## src/rtl/ps2_kbd_ctrl_if.sv

```systemverilog
// rtl/ps2_kbd_ctrl_if.sv - processor-side and PS/2 pin bundle for the keyboard receiver
// Signals:
//   ps2_clk, ps2_data  raw PS/2 pins (asynchronous to clk)
//   gwe                global write enable, qualifies reads
//   read_kbsr          processor load from 0xFE00 this cycle
//   read_kbdr          processor load from 0xFE02 this cycle
//   kbsr               FIFO non-empty
//   kbdr               FIFO head byte, 0x00 when empty
//   overflow           sticky byte-dropped flag
//   frame_err          one-cycle pulse on a bad or timed-out frame
// master: the system side driving pins and reads; slave: the receiver.
interface ps2_kbd_ctrl_if;
    logic       ps2_clk;
    logic       ps2_data;
    logic       gwe;
    logic       read_kbsr;
    logic       read_kbdr;
    logic       kbsr;
    logic [7:0] kbdr;
    logic       overflow;
    logic       frame_err;

    modport master (
        output ps2_clk, ps2_data, gwe, read_kbsr, read_kbdr,
        input  kbsr, kbdr, overflow, frame_err
    );

    modport slave (
        input  ps2_clk, ps2_data, gwe, read_kbsr, read_kbdr,
        output kbsr, kbdr, overflow, frame_err
    );
endinterface

```

## src/rtl/ps2_kbd_ctrl.sv

```systemverilog
// rtl/ps2_kbd_ctrl.sv - memory-mapped PS/2 keyboard receiver with break filter and FIFO
// Ports:
//   clk    processor clock; everything runs in this domain
//   rst_n  asynchronous active-low reset
//   bus    ps2_kbd_ctrl_if.slave: PS/2 pins, KBSR/KBDR reads, status outputs
// Parameters:
//   FIFO_DEPTH      buffered bytes (power of 2, >= 2)
//   FILTER_BREAK    1: drop 0xF0 and the byte after it
//   TIMEOUT_CYCLES  max clk cycles between PS/2 clock falls inside a frame
module ps2_kbd_ctrl #(
    parameter int FIFO_DEPTH     = 4,
    parameter bit FILTER_BREAK   = 1'b1,
    parameter int TIMEOUT_CYCLES = 16000
) (
    input  logic           clk,
    input  logic           rst_n,
    ps2_kbd_ctrl_if.slave  bus
);
    localparam int AW = $clog2(FIFO_DEPTH);
    localparam int WW = $clog2(TIMEOUT_CYCLES + 1);
    localparam logic [AW:0]   DEPTH_C = (AW + 1)'(FIFO_DEPTH);
    localparam logic [WW-1:0] WD_LAST = WW'(TIMEOUT_CYCLES - 1);

    typedef enum logic [1:0] {
        S_IDLE,
        S_DATA,
        S_PARITY,
        S_STOP
    } rx_state_t;

    // ------------------------------------------------------------------
    // Input conditioning
    // ------------------------------------------------------------------
    logic       clk_s1, clk_s2;
    logic       dat_s1, dat_s2;
    logic [3:0] clk_hist;
    logic       clk_filt;
    logic       filt_now;
    logic       fall;

    always_ff @(posedge clk or negedge rst_n) begin
        if (!rst_n) begin
            clk_s1   <= 1'b1;
            clk_s2   <= 1'b1;
            dat_s1   <= 1'b1;
            dat_s2   <= 1'b1;
            clk_hist <= 4'hF;
            clk_filt <= 1'b1;
        end else begin
            clk_s1   <= bus.ps2_clk;
            clk_s2   <= clk_s1;
            dat_s1   <= bus.ps2_data;
            dat_s2   <= dat_s1;
            clk_hist <= {clk_hist[2:0], clk_s2};
            clk_filt <= filt_now;
        end
    end

    // filt_now is the filtered clock for this cycle; clk_filt holds last
    // cycle's value, so fall fires in the cycle the history becomes all 0s.
    always_comb begin
        filt_now = clk_filt;
        if (clk_hist == 4'h0) begin
            filt_now = 1'b0;
        end else if (clk_hist == 4'hF) begin
            filt_now = 1'b1;
        end
    end

    assign fall = clk_filt & ~filt_now;

    // ------------------------------------------------------------------
    // Receiver FSM
    // ------------------------------------------------------------------
    rx_state_t     state_q, state_d;
    logic [2:0]    bit_cnt_q, bit_cnt_d;
    logic [7:0]    shreg_q, shreg_d;
    logic          par_q, par_d;
    logic [WW-1:0] wd_q, wd_d;
    logic          rx_good;
    logic          rx_err;
    logic          frame_err_q;

    always_ff @(posedge clk or negedge rst_n) begin
        if (!rst_n) begin
            state_q     <= S_IDLE;
            bit_cnt_q   <= 3'd0;
            shreg_q     <= 8'h00;
            par_q       <= 1'b0;
            wd_q        <= '0;
            frame_err_q <= 1'b0;
        end else begin
            state_q     <= state_d;
            bit_cnt_q   <= bit_cnt_d;
            shreg_q     <= shreg_d;
            par_q       <= par_d;
            wd_q        <= wd_d;
            frame_err_q <= rx_err;
        end
    end

    always_comb begin
        state_d   = state_q;
        bit_cnt_d = bit_cnt_q;
        shreg_d   = shreg_q;
        par_d     = par_q;
        wd_d      = '0;
        rx_good   = 1'b0;
        rx_err    = 1'b0;

        case (state_q)
            S_IDLE: begin
                // A sampled 1 here is line noise or an idle bit, not an error.
                if (fall && !dat_s2) begin
                    state_d   = S_DATA;
                    bit_cnt_d = 3'd0;
                end
            end
            S_DATA: begin
                if (fall) begin
                    shreg_d   = {dat_s2, shreg_q[7:1]};
                    bit_cnt_d = bit_cnt_q + 3'd1;
                    if (bit_cnt_q == 3'd7) begin
                        state_d = S_PARITY;
                    end
                end
            end
            S_PARITY: begin
                if (fall) begin
                    par_d   = dat_s2;
                    state_d = S_STOP;
                end
            end
            S_STOP: begin
                if (fall) begin
                    if (dat_s2 && (^{shreg_q, par_q})) begin
                        rx_good = 1'b1;
                    end else begin
                        rx_err = 1'b1;
                    end
                    state_d = S_IDLE;
                end
            end
            default: begin
                state_d = S_IDLE;
            end
        endcase

        // Watchdog: counts clk cycles since the last fall while mid-frame.
        if (state_q != S_IDLE && !fall) begin
            if (wd_q == WD_LAST) begin
                state_d = S_IDLE;
                shreg_d = 8'h00;
                rx_err  = 1'b1;
            end else begin
                wd_d = wd_q + 1'b1;
            end
        end
    end

    // ------------------------------------------------------------------
    // Break filter
    // ------------------------------------------------------------------
    logic brk_pend_q, brk_pend_d;
    logic push;

    always_ff @(posedge clk or negedge rst_n) begin
        if (!rst_n) begin
            brk_pend_q <= 1'b0;
        end else begin
            brk_pend_q <= brk_pend_d;
        end
    end

    // Only good frames reach this stage, so errored frames leave brk_pend alone.
    always_comb begin
        push       = 1'b0;
        brk_pend_d = brk_pend_q;
        if (rx_good) begin
            if (FILTER_BREAK) begin
                if (brk_pend_q) begin
                    brk_pend_d = 1'b0;
                end else if (shreg_q == 8'hF0) begin
                    brk_pend_d = 1'b1;
                end else begin
                    push = 1'b1;
                end
            end else begin
                push = 1'b1;
            end
        end
    end

    // ------------------------------------------------------------------
    // FIFO
    // ------------------------------------------------------------------
    logic [7:0]    mem [FIFO_DEPTH];
    logic [AW-1:0] wr_ptr, rd_ptr;
    logic [AW:0]   count;
    logic          kbsr_i;
    logic          full;
    logic          pop;
    logic          wr_en;
    logic          drop;
    logic          overflow_q;

    assign kbsr_i = (count != '0);
    assign full   = (count == DEPTH_C);
    // Gating on gwe keeps stalled or repeated instruction phases from double-popping.
    assign pop    = bus.read_kbdr & bus.gwe & kbsr_i;
    // A same-cycle pop frees the slot the push needs, even when full.
    assign wr_en  = push & (~full | pop);
    assign drop   = push & full & ~pop;

    always_ff @(posedge clk) begin
        if (wr_en) begin
            mem[wr_ptr] <= shreg_q;
        end
    end

    always_ff @(posedge clk or negedge rst_n) begin
        if (!rst_n) begin
            wr_ptr     <= '0;
            rd_ptr     <= '0;
            count      <= '0;
            overflow_q <= 1'b0;
        end else begin
            if (wr_en) begin
                wr_ptr <= wr_ptr + 1'b1;
            end
            if (pop) begin
                rd_ptr <= rd_ptr + 1'b1;
            end
            case ({wr_en, pop})
                2'b10:   count <= count + 1'b1;
                2'b01:   count <= count - 1'b1;
                default: count <= count;
            endcase
            // A drop in the same cycle as a status read keeps the flag set.
            if (drop) begin
                overflow_q <= 1'b1;
            end else if (bus.read_kbsr && bus.gwe) begin
                overflow_q <= 1'b0;
            end
        end
    end

    assign bus.kbsr      = kbsr_i;
    assign bus.kbdr      = kbsr_i ? mem[rd_ptr] : 8'h00;
    assign bus.overflow  = overflow_q;
    assign bus.frame_err = frame_err_q;

endmodule

```

## src/flat_wrapper.sv

```systemverilog
// flat-port wrapper written by rule: the top's interface ports become plain ports
module ps2_kbd_ctrl_flat 
#(
    parameter int FIFO_DEPTH     = 4,
    parameter bit FILTER_BREAK   = 1'b1,
    parameter int TIMEOUT_CYCLES = 16000
)
  (clk, rst_n, bus_ps2_clk, bus_ps2_data, bus_gwe, bus_read_kbsr, bus_read_kbdr, bus_kbsr, bus_kbdr, bus_overflow, bus_frame_err);
  ps2_kbd_ctrl_if bus_i ();
  input  logic clk;
  input  logic rst_n;
  input wire logic [$bits(bus_i.ps2_clk)-1:0] bus_ps2_clk;
  input wire logic [$bits(bus_i.ps2_data)-1:0] bus_ps2_data;
  input wire logic [$bits(bus_i.gwe)-1:0] bus_gwe;
  input wire logic [$bits(bus_i.read_kbsr)-1:0] bus_read_kbsr;
  input wire logic [$bits(bus_i.read_kbdr)-1:0] bus_read_kbdr;
  output wire logic [$bits(bus_i.kbsr)-1:0] bus_kbsr;
  output wire logic [$bits(bus_i.kbdr)-1:0] bus_kbdr;
  output wire logic [$bits(bus_i.overflow)-1:0] bus_overflow;
  output wire logic [$bits(bus_i.frame_err)-1:0] bus_frame_err;
  assign bus_i.ps2_clk = bus_ps2_clk;
  assign bus_i.ps2_data = bus_ps2_data;
  assign bus_i.gwe = bus_gwe;
  assign bus_i.read_kbsr = bus_read_kbsr;
  assign bus_i.read_kbdr = bus_read_kbdr;
  assign bus_kbsr = bus_i.kbsr;
  assign bus_kbdr = bus_i.kbdr;
  assign bus_overflow = bus_i.overflow;
  assign bus_frame_err = bus_i.frame_err;
  ps2_kbd_ctrl #(.FIFO_DEPTH(FIFO_DEPTH), .FILTER_BREAK(FILTER_BREAK), .TIMEOUT_CYCLES(TIMEOUT_CYCLES)) u_core (.clk(clk), .rst_n(rst_n), .bus(bus_i));
endmodule
```

## config.mk

```make
export PLATFORM = sky130hd
export DESIGN_NAME = ps2_kbd_ctrl_flat
export DESIGN_NICKNAME = d
export VERILOG_FILES = /design/src/rtl/ps2_kbd_ctrl_if.sv /design/src/rtl/ps2_kbd_ctrl.sv /design/src/flat_wrapper.sv
export SDC_FILE = /design/constraint.sdc
export NUM_CORES = 1
export LEC_CHECK = 0
export ABC_AREA = 1
export CAP_MARGIN = 20
export CELL_PAD_IN_SITES_DETAIL_PLACEMENT = 1
export CELL_PAD_IN_SITES_GLOBAL_PLACEMENT = 2
export CORE_ASPECT_RATIO = 1.2
export CORE_MARGIN = 4
export CORE_UTILIZATION = 35
export CTS_CLUSTER_DIAMETER = 80
export DETAILED_ROUTE_END_ITERATION = 8
export GPL_ROUTABILITY_DRIVEN = 0
export HOLD_SLACK_MARGIN = 0.06
export PLACE_DENSITY = 0.77
export SLEW_MARGIN = 10
export SYNTH_ARGS = -nofsm -noshare
export SYNTH_HDL_FRONTEND = slang
export SYNTH_SLANG_ARGS = --single-unit
```

## constraint.sdc

```tcl
create_clock -name clk -period 2.1 [get_ports clk]
set_input_delay 0.21 -clock clk [delete_from_list [all_inputs] [get_ports clk]]
set_output_delay 0.21 -clock clk [all_outputs]
set_load 0.02 [all_outputs]
```

### Yosys cells after proc, flatten, opt, wreduce, memory -nomap -nowiden

Memories as Yosys holds them, arrays and structs flattened.
Cells that the tools add are included.

| storage, ports and cells | value |
|---|---|
| bits of input ports | 7 |
| flip-flop bits (word level) | 47 |
| memories | 1 |
| memory bits (writable) | 32 |
| output and inout bits | 11 |
| word-level logic and storage cells | 100 |

Memories:

| name | words | bits a word | read ports | clocked after Yosys merged registers in | wr ports | line | RTL |
|---|---|---|---|---|---|---|---|
| u_core.mem | 4 | 8 | 1 | 0 | 1 | ps2_kbd_ctrl.sv:197 | `logic [7:0] mem [FIFO_DEPTH];` |

| operators by class | value |
|---|---|
| equality and inequality tests | 12 |
| $add $sub $neg | 6 |
| multiplexer cells | 38 |
| bitwise logic cells | 10 |
| reduce and logical (&&, ||, !) cells | 16 |

Operators by type and width:

| kind | count |
|---|---|
| 8-bit 2-to-1 mux | 5 |
| 14-bit 2-to-1 mux | 2 |
| 1-bit 2-to-1 mux | 19 |
| 14-bit by 1-bit adder with 14-bit output, second input constant | 1 |
| 14-bit equality test, second input constant | 1 |
| 2-bit 2-to-1 mux | 7 |
| 3-bit one-hot mux with 2 select lines | 2 |
| 9-bit XOR reduction | 1 |
| 8-bit equality test, second input constant | 1 |
| 2-bit one-hot mux with 4 select lines | 1 |
| 2-bit nonzero test | 4 |
| 3-bit by 1-bit adder with 3-bit output, second input constant | 2 |
| 1-bit AND | 6 |
| 2-bit equality test, second input constant | 3 |
| 3-bit equality test, second input constant | 2 |
| 3-bit 2-to-1 mux | 2 |
| 2-bit by 1-bit adder with 2-bit output, second input constant | 2 |
| 2-bit by 1-bit equality test with 1-bit output, second input constant | 2 |
| 4-bit equality test, second input constant | 1 |
| 1-bit logical AND | 4 |
| 4-bit zero test | 1 |
| 2-bit by 1-bit inequality test with 1-bit output, second input constant | 2 |
| 1-bit NOT | 3 |
| 3-bit AND reduction | 1 |
| 6 further kinds | 7 |

### Longest topological paths before layout

Gate-level depths: netlist of run 1.

| logic depth | value |
|---|---|
| word-level depth | 11 |
| mapped depth | 15 |
| mapped depth without buffers | 15 |

### Worst setup path before layout of run 1

No wires, ideal clock.

| timing path | value |
|---|---|
| path type | reg-to-reg |
| from | register u_core.count[0] |
| to | register u_core.count[2] |
| cell stages (with the launch flop) | 12 |
| path slack | -0.183 ns |
| buffers on the path | 0 |
| required time | 1.969 ns |
| library setup time | 0.131 ns |
| arrival time | 2.152 ns |
| clock period less this slack | 2.283 ns |
| cell sequence | dfrtp_1 nor3_4 inv_2 nand3_2 nand2_1 nand4_4 ha_1 inv_1 fa_1 a21oi_1 o21ai_0 xor2_1 |

| between the ends | value |
|---|---|
| word-level cells in the longest chain between the ends | 6 |
| elaborated cells between the ends (all ways) | 12 |
| those cells by class | add/sub: 2; eq/ne: 3; mux: 1; bitwise: 4; reduce/logical: 2 |

Ends and longest elaborated chain:

| item | line | RTL |
|---|---|---|
| from (decl) | ps2_kbd_ctrl.sv:199 | `logic [AW:0] count;` |
| from (signal assigned) | ps2_kbd_ctrl.sv:235 | `2'b10: count <= count + 1'b1;` |
| from (signal assigned) | ps2_kbd_ctrl.sv:236 | `2'b01: count <= count - 1'b1;` |
| from (signal assigned) | ps2_kbd_ctrl.sv:237 | `default: count <= count;` |
| 3-bit nonzero test (*) | ps2_kbd_ctrl.sv:207 | `assign kbsr_i = (count != '0);` |
| net bus_kbsr | flat_wrapper.sv:17 | `output wire logic [$bits(bus_i.kbsr)-1:0] bus_kbsr;` |
| 1-bit AND (*) | ps2_kbd_ctrl.sv:210 | `assign pop = bus.read_kbdr & bus.gwe & kbsr_i;` |
| 1-bit bitwise OR | ps2_kbd_ctrl.sv:212 | `assign wr_en = push & (~full \| pop);` |
| 1-bit AND | ps2_kbd_ctrl.sv:212 |  |
| 2-bit by 1-bit equality test with 1-bit output / 2-bit equality test (equally long branches) | ps2_kbd_ctrl.sv:234 | `case ({wr_en, pop})` |
| 3-bit one-hot mux with 2 select lines / 2-bit nonzero test (equally long branches) | n/a |  |

The timed path passes the listed nets; every way through them passes the cells marked *.
A chain may end at the register's enable or synchronous reset.

### Final worst setup path of run 1

| timing path | value |
|---|---|
| from | register u_core.shreg_q[2] |
| to | register u_core.count[2] |

| between the ends | value |
|---|---|
| word-level cells in the longest chain between the ends | 9 |
| elaborated cells between the ends (all ways) | 14 |
| those cells by class | eq/ne: 3; mux: 7; bitwise: 1; reduce/logical: 3 |

Ends and longest elaborated chain:

| item | line | RTL |
|---|---|---|
| from (decl) | ps2_kbd_ctrl.sv:77 | `logic [7:0] shreg_q, shreg_d;` |
| from (signal assigned) | ps2_kbd_ctrl.sv:95 | `shreg_q <= shreg_d;` |
| 9-bit XOR reduction | ps2_kbd_ctrl.sv:136 | `if (dat_s2 && (^{shreg_q, par_q})) begin` |
| 1-bit logical AND | ps2_kbd_ctrl.sv:136 |  |
| 1-bit 2-to-1 mux | ps2_kbd_ctrl.sv:136 |  |
| 1-bit 2-to-1 mux | ps2_kbd_ctrl.sv:135 | `if (fall) begin` |
| 1-bit 2-to-1 mux | ps2_kbd_ctrl.sv:111 | `case (state_q)` |
| 1-bit 2-to-1 mux (*) | ps2_kbd_ctrl.sv:179 | `if (rx_good) begin` |
| 1-bit AND (*) | ps2_kbd_ctrl.sv:212 |  |
| 2-bit by 1-bit equality test with 1-bit output / 2-bit equality test (equally long branches) | ps2_kbd_ctrl.sv:234 |  |
| 3-bit one-hot mux with 2 select lines / 2-bit nonzero test (equally long branches) | n/a |  |

Mark *: on every way between the ends. The rest lies on a longest branch, timed or not.

==> metrics, run 1 <==
Mapped Nets=387; CP arrival=2420 ps; crit start category=flop; clock transition time at the flip-flop clock pins of the worst setup and hold paths=60 ps; number of max-slew violations in the final report=0; die height=120 um; smallest hold slack=277 ps; post-detailed-routing wire length=8280 um; main combinational cell family by area after synthesis=simple AND/OR/NAND/NOR gates; Tmin final=2210 ps; Synth Instances=371; fin worst setup slack=-106 ps; effective utilization at floorplan=36.1%; number of rows created at floorplan=40; total instance count after detailed placement=538; buffer and inverter count on the worst path=2; setup repair after global routing missed its margin=yes; combinational cell fraction of total power=37.8%; count of TritonRoute iterations in the first routing pass=4; Rel. slew slack=66.6%; Design Power=5520 uW; buffers from clock root to sink, at most=2; fraction of power spent switching nets=36.8%; top cell family by delay on the critical path=simple AND/OR/NAND/NOR gates; share of cells above drive strength 1=28.4%; Antenna Violating Nets Remaining=0; multiplexer area fraction after synthesis=0%; footprint of the multi-input gates=1460 sq um; Synth Area in Compound Gates=9.28%; post-DP HPWL=5870 um; violations in the final reports=negative setup slack; area growth from synthesis to layout=28.7%; initial antenna violation count=0; Max H-tree Level=3; Synth warnings=0; CP peak stage delay=420 ps; Leak=0.00197 uW; final hold violations=0; DRC violations left=0; Req. time, crit path=2320 ps; storage element area=2150 sq um; nets@finish=448; Clock Power Share=25.9%; Synth area leader=sky130_fd_sc_hd__edfxtp_1; Global Route Usage Sum=14.7%; path type of the worst min-delay path=in2reg; number of maximum-capacitance constraint violations=0; number of DRC violations after detailed-routing iteration 0=81; mean area per synthesized cell=9.84 sq um; ranking of synthesized cells by area=sky130_fd_sc_hd__edfxtp_1 26%, sky130_fd_sc_hd__dfrtp_1 26%, sky130_fd_sc_hd__dfstp_2 6.5%; most repeated library cell on the critical path=sky130_fd_sc_hd__nand2_2; Clock Latency Late Sink=340 ps; Power Dens Cells=1170 nW/um^2; Cell variety after synth=33; number of standard cells in the final layout excluding fillers=563; internal power contribution=3490 uW; number of diodes added for antenna fixing=0; area of the die=12,100 sq um; count of buffers inserted at the top-level ports=17; sort of element at the end of the critical path=flop; horizontal die dimension=101 um; simple-gate area share of the yosys netlist=20.7%; Max rail drop VDD=0.497 mV; TritonCTS clock tree=done; cell-by-cell listing of the critical path=inv_1, nand2_2, nand2_4, xor2_4, nand3_2, nand2_2, nor2_4, nand4_4, ha_4, inv_2, fa_2, a21oi_1, o21ai_1, xor2_1; combined area of all synthesized cells=3650 sq um; final standard cell utilization of the core=46.5%; detailed-route via count=2,679; clock tree skew after final layout=4.39 ps; path type of the worst setup path=reg2reg; overflow left after global routing=0; post-route clock period utilization=105%; Critical-path top delay cell=sky130_fd_sc_hd__dfrtp_1; CTS buffer count=9; post-synthesis share of cell area spent on full adders, half adders and majority gates=3.29%; floorplan core area=10,100 sq um; top-level port count=18; Area after DPL=4230 sq um; largest net degree at the start of global routing=29; timing-limited maximum frequency=0.453 GHz; via count of the first global-routing pass=2,867; sequential share of the synthesized area=58.8%; Sink Count=79; Filler cells=1,136; first-pass GRT wire length=13,800 um; post-DR wirelength/cell=14.7 um; maximum fanout encountered on the critical timing path=4; summed area of non-filler cells in the final layout=4700 sq um; Root Driver=sky130_fd_sc_hd__clkbuf_16; post-synthesis xor/xnor area fraction=2.84%; sequential group share of total power=36.3%; proportion of netlist area held by the largest area contributor=26.3%; synthesis-stage register bit count=79; mean number of vias per cell=4.76; net switching power figure=2030 uW; number of endpoints failing setup at the final stage=1; pin slew with the least headroom to its limit=500 ps; outcome=finished, violations left
-- routing by layer --
metal / track usage (%) / wire length, um / up-vias
met5: 0 / 0 / -
met4: 5.15 / 125 / 0
met3: 3.84 / 206 / 9
met2: 26.9 / 4550 / 29
met1: 16.2 / 3400 / 1309
li1: - / - / 1332
-- timing repair --
item	in CTS	in global routing
gates resized for setup	22	31
pin swaps	6	4
hold buffers	1	0
setup endpoints to repair	10	26
endpoints found under the hold margin	19	0
buffers inserted	6	3
-- stage by stage --
| step | setup WS (ps) | TNS, ps |
|---|---|---|
| 6_report | -106 | -106 |
| 5_1_grt | -222 | -422 |
| 4_1_cts | -86.4 | -86.4 |
| 3_5_place_dp | -123 | -149 |
| 3_3_place_gp | -59.7 | -64.5 |
| 2_1_floorplan | -32.0 | -32.0 |
-- layout by cell type, fill, tap and decap left out, types with 2 or more instances in the layout --
cell and instances:
sky130_fd_sc_hd__dlygate4sd2_1 8, sky130_fd_sc_hd__clkinvlp_4 2, sky130_fd_sc_hd__dfrtp_2 5, sky130_fd_sc_hd__nand2_4 2, sky130_fd_sc_hd__nand3_1 8, sky130_fd_sc_hd__nand3_2 4, sky130_fd_sc_hd__nand2_1 44, sky130_fd_sc_hd__dfstp_2 9
sky130_fd_sc_hd__and3_1 2, sky130_fd_sc_hd__clkdlybuf4s50_1 8, sky130_fd_sc_hd__buf_12 3, sky130_fd_sc_hd__nand3_4 2, sky130_fd_sc_hd__inv_2 9, sky130_fd_sc_hd__xnor2_1 2, sky130_fd_sc_hd__nor2_2 7, sky130_fd_sc_hd__a31oi_1 2
sky130_fd_sc_hd__inv_1 33, sky130_fd_sc_hd__nor2_1 58, sky130_fd_sc_hd__ha_1 7, sky130_fd_sc_hd__o21ai_0 32, sky130_fd_sc_hd__nor3b_1 2, sky130_fd_sc_hd__xor2_1 7, sky130_fd_sc_hd__a21oi_1 23, sky130_fd_sc_hd__nand2_2 15
sky130_fd_sc_hd__buf_4 32, sky130_fd_sc_hd__clkbuf_16 9, sky130_fd_sc_hd__nor3_1 6, sky130_fd_sc_hd__dfrtp_1 33, sky130_fd_sc_hd__edfxtp_1 32, sky130_fd_sc_hd__nor2_4 8, sky130_fd_sc_hd__clkinv_4 2
-- power groups by stage --
stage / logic (uW) / registers, uW / clock network [uW]
finish: 2090 / 2000 / 1430
global route: 2320 / 2030 / 1560
CTS: 2020 / 1980 / 1470
detailed placement: 1930 / 2000 / 0
global placement: 1880 / 1980 / 0
floorplan: 1150 / 1950 / 0
-- cell families after synthesis --
family,Yosys count
AND/OR/NAND/NOR,161
XOR/XNOR,11
AO/OA/AOI/OAI,63
adder cells (fa/ha/maj),9
flip-flops,79
buffers and inverters,48
-- sequential cells by signal, summed over array words and instances (netlist names), 3 cells and up --
register	cells
u_core.mem	32
u_core.wd_q	14
u_core.shreg_q	8
u_core.clk_hist	4
u_core.bit_cnt_q	3
u_core.count	3
-- final timing paths --
check | to | slack (ps) | cells past startpoint | from
worst max-delay path | u_core.count[2]$_DFFE_PN0P_ | -110 | 14 | u_core.shreg_q[2]$_DFF_PN0_
worst min-delay path | u_core.clk_s1$_DFF_PN1_ | 280 | 1 | bus_ps2_clk
worst max register to register | u_core.count[2]$_DFFE_PN0P_ | -110 | 14 | u_core.shreg_q[2]$_DFF_PN0_
worst min register to register | u_core.dat_s2$_DFF_PN1_ | 360 | 0 | u_core.dat_s1$_DFF_PN1_
max in group asynchronous | u_core.clk_hist[2]$_DFF_PN1_ | 1130 | 3 | rst_n
min in group asynchronous | u_core.wd_q[11]$_DFF_PN0_ | 380 | 2 | rst_n
-- Yosys cell counts, drive strengths merged --
master	number
a31oi	2
nand4	2
nor3b	2
buf	3
a221oi	1
dfrtp	38
nand2	61
inv	43
edfxtp	32
ha	8
dfstp	9
and3	2
nand3	14
a22o	1
xnor2	3
nor2	73
a21oi	24
nor3	7
fa	1
a41oi	1
xor2	8
clkbuf	2
o21ai	34
-- layout make-up --
class | instances | area share, %
inverters | 43 | 3.49
clock buffers | 10 | 4.87
well taps | 126 | 3.35
repair buffers | 55 | 10.5
flip-flops and latches | 79 | 45.8
multi-input cells | 244 | 31.0
clock inverters | 6 | 0.985
(Power assumes the default switching activity.)
==> inputs of run 2 (changes only) <==
ABC_CLOCK_PERIOD_IN_PS = 2100   (was unset)
==> results of run 2 <==
Final layout, timing and power as in run 1 (identical DEF).
